## src/rtl/irq_arb_pkg.sv

```systemverilog
// rtl/irq_arb_pkg.sv - shared sizes, FSM state type and helpers for the irq pending arbiter
package irq_arb_pkg;

    localparam int N     = 8;
    localparam int IDX_W = 3;

    typedef enum logic {
        IDLE    = 1'b0,
        PRESENT = 1'b1
    } arb_state_t;

    // One-hot N-bit vector with bit idx set; used to clear the accepted pending bit.
    function automatic logic [N-1:0] onehot(input logic [IDX_W-1:0] idx);
        logic [N-1:0] v;
        v      = '0;
        v[idx] = 1'b1;
        return v;
    endfunction

endpackage

```

## src/rtl/prio_enc_n.sv

```systemverilog
// rtl/prio_enc_n.sv - combinational highest-set-bit priority encoder
//
// Purpose: returns the position of the highest set bit of in; idx=0 when none set.
// Ports:
//   in   in   N      candidate bits, bit N-1 has highest priority
//   idx  out  IDX_W  position of the highest set bit
//   any  out  1      at least one bit of in is set
module prio_enc_n #(
    parameter int N     = 8,
    parameter int IDX_W = $clog2(N)
) (
    input  logic [N-1:0]     in,
    output logic [IDX_W-1:0] idx,
    output logic             any
);

    // Ascending scan: a later (higher) set bit overwrites earlier ones.
    always_comb begin
        idx = '0;
        for (int i = 0; i < N; i++) begin
            if (in[i]) begin
                idx = IDX_W'(i);
            end
        end
    end

    assign any = |in;

endmodule

```

## src/rtl/irq_pending_arbiter.sv

```systemverilog
// rtl/irq_pending_arbiter.sv - edge-latched, masked, priority-selected interrupt index stream
//
// Purpose: latches 0->1 transitions on req into pending, selects the highest enabled
// pending line and presents its index with a valid/ready handshake; the pending bit
// clears when the index is accepted.
// Ports:
//   clk        in   1      rising-edge clock
//   rst_n      in   1      synchronous reset, active-low
//   req        in   N      raw level request lines
//   mask       in   N      1 = line may be selected; pending still latches when 0
//   irq_valid  out  1      irq_idx holds a valid selection
//   irq_idx    out  IDX_W  selected line index
//   irq_ready  in   1      consumer accepts on irq_valid & irq_ready
//   pending    out  N      pending register for status readback
module irq_pending_arbiter
    import irq_arb_pkg::*;
(
    input  logic             clk,
    input  logic             rst_n,
    input  logic [N-1:0]     req,
    input  logic [N-1:0]     mask,
    output logic             irq_valid,
    output logic [IDX_W-1:0] irq_idx,
    input  logic             irq_ready,
    output logic [N-1:0]     pending
);

    arb_state_t       state;
    logic [N-1:0]     req_q;
    logic [N-1:0]     req_edge;
    logic [N-1:0]     clr;
    logic             handshake;
    logic [IDX_W-1:0] sel;
    logic             sel_any;

    assign req_edge  = req & ~req_q;
    assign handshake = irq_valid & irq_ready;
    assign clr       = handshake ? onehot(irq_idx) : '0;

    prio_enc_n #(
        .N     (N),
        .IDX_W (IDX_W)
    ) u_prio_enc (
        .in  (pending & mask),
        .idx (sel),
        .any (sel_any)
    );

    always_ff @(posedge clk) begin
        if (!rst_n) begin
            // All-ones history: lines already high when reset releases are not events.
            req_q     <= '1;
            pending   <= '0;
            irq_valid <= 1'b0;
            irq_idx   <= '0;
            state     <= IDLE;
        end else begin
            req_q   <= req;
            // OR-ing the edge after the clear lets a new edge on the accepted bit win.
            pending <= (pending & ~clr) | req_edge;
            case (state)
                IDLE: begin
                    if (sel_any) begin
                        irq_idx   <= sel;
                        irq_valid <= 1'b1;
                        state     <= PRESENT;
                    end
                end
                PRESENT: begin
                    // Index is frozen until accepted, regardless of new edges or mask.
                    if (irq_ready) begin
                        irq_valid <= 1'b0;
                        state     <= IDLE;
                    end
                end
                default: begin
                    irq_valid <= 1'b0;
                    state     <= IDLE;
                end
            endcase
        end
    end

endmodule

```

## config.mk

```make
export PLATFORM = sky130hd
export DESIGN_NAME = irq_pending_arbiter
export DESIGN_NICKNAME = d
export VERILOG_FILES = /design/src/rtl/irq_arb_pkg.sv /design/src/rtl/prio_enc_n.sv /design/src/rtl/irq_pending_arbiter.sv
export SDC_FILE = /design/constraint.sdc
export NUM_CORES = 1
export LEC_CHECK = 0
export BUFFER_PORTS_ARGS = -buffer_cell sky130_fd_sc_hd__buf_4
export CAP_MARGIN = 20
export CORE_ASPECT_RATIO = 0.8
export CORE_MARGIN = 5
export CORE_UTILIZATION = 40
export CTS_BUF_LIST = sky130_fd_sc_hd__clkbuf_4
export CTS_CLUSTER_DIAMETER = 150
export DETAILED_ROUTE_END_ITERATION = 6
export PLACE_DENSITY = 0.73
export SLEW_MARGIN = 40
export SYNTH_ARGS = -nofsm -noshare
export SYNTH_HDL_FRONTEND = slang
export SYNTH_SLANG_ARGS = --single-unit
export TNS_END_PERCENT = 100
```

## constraint.sdc

```tcl
create_clock -name clk -period 1.15 [get_ports clk]
set_input_delay 0.23 -clock clk [delete_from_list [all_inputs] [get_ports clk]]
set_output_delay 0.23 -clock clk [all_outputs]
set_load 0.02 [all_outputs]
```

==> flow_summary.ini <==
[clocking]
clkTransAtPathRegs_ns = 0.11
clock-sinks = 21
clk_path_buf_depth = 2
ctsHtreeMaxLevel = 1
clock_tree_from_tritoncts = yes
clkLatencyLatePin_ns = 0.30
cts_made_buffers = 3
ctsRootBufferMaster = sky130_fd_sc_hd__clkbuf_4

[synth]
synth_top_area_cell = sky130_fd_sc_hd__dfxtp_1
compound_gate_fraction_of_synth_area = 0.281
ys.warnings.count = 0
asyncSetResetFlopFracSynth = 0
netlist_top_cells_count = sky130_fd_sc_hd__dfxtp_1 (21), sky130_fd_sc_hd__nand2b_1 (19), sky130_fd_sc_hd__a21oi_1 (9)
number_of_distinct_standard_cells_referenced_by_the_synthesized_netlist = 21
synth-xor-area-share = 0
synth-edff-count = 0
synth_simple_gate_area_frac = 0.211
synthesis.area_um2 = 850
synth_fa_ha_area_frac = 0
synthesis.instances = 85
syn_area_per_cell_um2 = 9.99
synthTopCellsByArea = sky130_fd_sc_hd__dfxtp_1 (49%), sky130_fd_sc_hd__nand2b_1 (14%), sky130_fd_sc_hd__a21oi_1 (5.3%), sky130_fd_sc_hd__a22oi_2 (4.4%), sky130_fd_sc_hd__o21ai_0 (3.5%)
combinational_family_with_the_most_area_after_synthesis = compound AO/OA/AOI/OAI gates
yosys.cell_count.top_type = sky130_fd_sc_hd__dfxtp_1
synth.ff_latch_count = 21
synth_seq_area_share = 0.495
post-synth-top-area-fraction = 0.495
synth_nets = 104
synth_ff_type = sky130_fd_sc_hd__dfxtp_1
post_synth_mux_area_share = 0

[cells_and_area]
num_antenna_cells = 0
stdcell_count = 150
total_number_of_nets_in_the_final_design = 146
num-fill-cells = 164
post_route_cells_drive_above_1_share = 0.476
final_util = 0.645
flow.area_growth_from_synthesis_pct = 47.6
postLayoutCellArea_um2 = 1250

[power_and_ir_drop]
power.ir.vdd_worst_mv = 0.967
cellPowerDensity_nw_per_um2 = 1270
post-layout-total-power_mw = 1.59
cellLeakagePower_nw = 0.540

[timing]
report.final.slew_viol_count = 0
grt_setup_unrepaired = true
slew_headroom = 0.739
setup-violations-final = 3
max_freq_mhz = 831
timing.clock.skew_ns = 0.00656
timing.final.crit_period_ns = 1.20
report.final.hold_viol_count = 0
timing.hold.ws_ns = 0.108
max_slew.worst_pin.slew_ns = 0.392
setup_slack_ns = -0.0531
final.period_utilization = 1.05

[worst_setup_path]
timing.critical_path.to_type = register
timing.critical_path.from_type = register
cp_data_required_time_ns = 1.36
critical_path.n_buffers_inverters = 0
cp_cell_sequence = a22oi_2 -> a41oi_4 -> nor2_2 -> a311oi_2
path_class = reg -> reg
critical-path-slowest-cell = sky130_fd_sc_hd__dfxtp_4
worst_path_largest_cell_delay_ns = 0.38
critical_path_arrival_ns = 1.42
crit_path_max_fanout = 6
cpLargestDelayFamily = compound AO/OA/AOI/OAI gates

[detailed_routing]
detailedRoute.firstPassIterationCount = 4
routed_wire_length_per_instance_um = 14.9
drc = 0
detailedRoute.firstIterationViolations = 24
postRouteAntennaNets = 0
vias = 790
vias_per_cell = 5.27
routed_wl_mm = 2.23

[placement]
place_inst = 144
io_buffer_count = 30
postPlaceCellArea_um2 = 1160
place.gp.congestion = 0.779
place.detailed.hpwl_mm = 1.64

[global_route]
first_global_vias = 768
grt_first_pass_wirelength_mm = 3.54
globalRouteOverflowTotal = 0
grt_use_total = 0.152
grt_antenna_before_repair = 0
grt_max_degree = 12

[floorplanning]
die_width_um = 61.5
core.rowCount = 14
coreArea_um2 = 1940
chipHeight_um = 51.2
die_area_um2 = 3150
top_level_ports = 31
start_util = 0.437

[outcome]
failing_checks = negative setup slack
status = finished, violations left

[min_path]
worstHoldPathType = in -> reg

[run]
cap_viol_max_count = 0
-- metrics by stage --
stage	setup WS (ns)	setup TNS, ns
final	-0.0531	-0.111
after global routing	-0.133	-0.493
after CTS	-0.0395	-0.0755
after detailed placement	-0.0809	-0.204
after global placement	-0.0284	-0.0284
after floorplan	-0.00247	-0.00247
-- report_power, final --
group	total (mW)	leakage, nW	internal (mW)	switching (mW)
Sequential	0.846	0.178	0.788	0.0584
Combinational	0.370	0.344	0.194	0.176
Clock	0.376	0.0184	0.159	0.217
Total	1.59	0.540	1.14	0.452
-- cells by family after synthesis --
logic type      Yosys count
simple gates             32
flops                    21
buf+inv                   3
compound gates           29
-- sequential cells by signal, summed over array words and instances, names as in the netlist --
signal	flops
irq_idx	3
irq_valid	1
pending	8
req_q	8
state	1
-- cell usage in the layout, fill, tap and decap left out, drive strengths merged --
cell    netlist  layout
nand3b        1       1
o211a         2       2
a21oi         9       9
clkbuf        2       4
nand2         7       7
inv           1       1
nand2b       19      19
o32ai         1       1
buf           0      39
a41oi         1       1
a311oi        1       1
a22oi         4       4
o21ai         6       6
o211ai        1       1
o31ai         2       2
dfxtp        21      21
nor2          2       2
a32oi         2       2
and2          1       1
nand3         2       2
-- worst paths after layout --
path,from,cells past startpoint,slack (ns),end
worst min-delay path,req[0],2,0.11,req_q[0]$_SDFF_PN1_
worst max-delay path,pending[2]$_SDFF_PN0_,4,-0.05,irq_idx[1]$_SDFFE_PN0P_
worst max register to register,pending[2]$_SDFF_PN0_,4,-0.05,irq_idx[1]$_SDFFE_PN0P_
worst min register to register,req_q[7]$_SDFF_PN1_,2,0.49,pending[7]$_SDFF_PN0_
-- area by class of cell --
type | instances | area, µm² | share of cell area
multi-input cells | 61 | 424 | 0.338
flip-flops and latches | 21 | 435 | 0.347
repair buffers | 39 | 330 | 0.263
inverters | 1 | 3.75 | 0.00299
clock buffers | 4 | 30.0 | 0.0240
well taps | 24 | 30.0 | 0.0240
-- layer usage --
| layer | track usage | part of all wire |
|---|---|---|
| met5 | 0 | 0 |
| met2 | 0.223 | 0.44 |
| met4 | 0.0424 | 0.0054 |
| met3 | 0.0504 | 0.094 |
| met1 | 0.212 | 0.46 |
-- repair_timing --
item,4_1_cts,5_1_grt
hold buffers,0,0
resized for setup,9,5
endpoints found under the setup margin,10,13
buffers inserted,0,2
pin swaps,0,2
hold endpoints to repair,0,0
No activity file was read; power rests on OpenSTA's default activity.
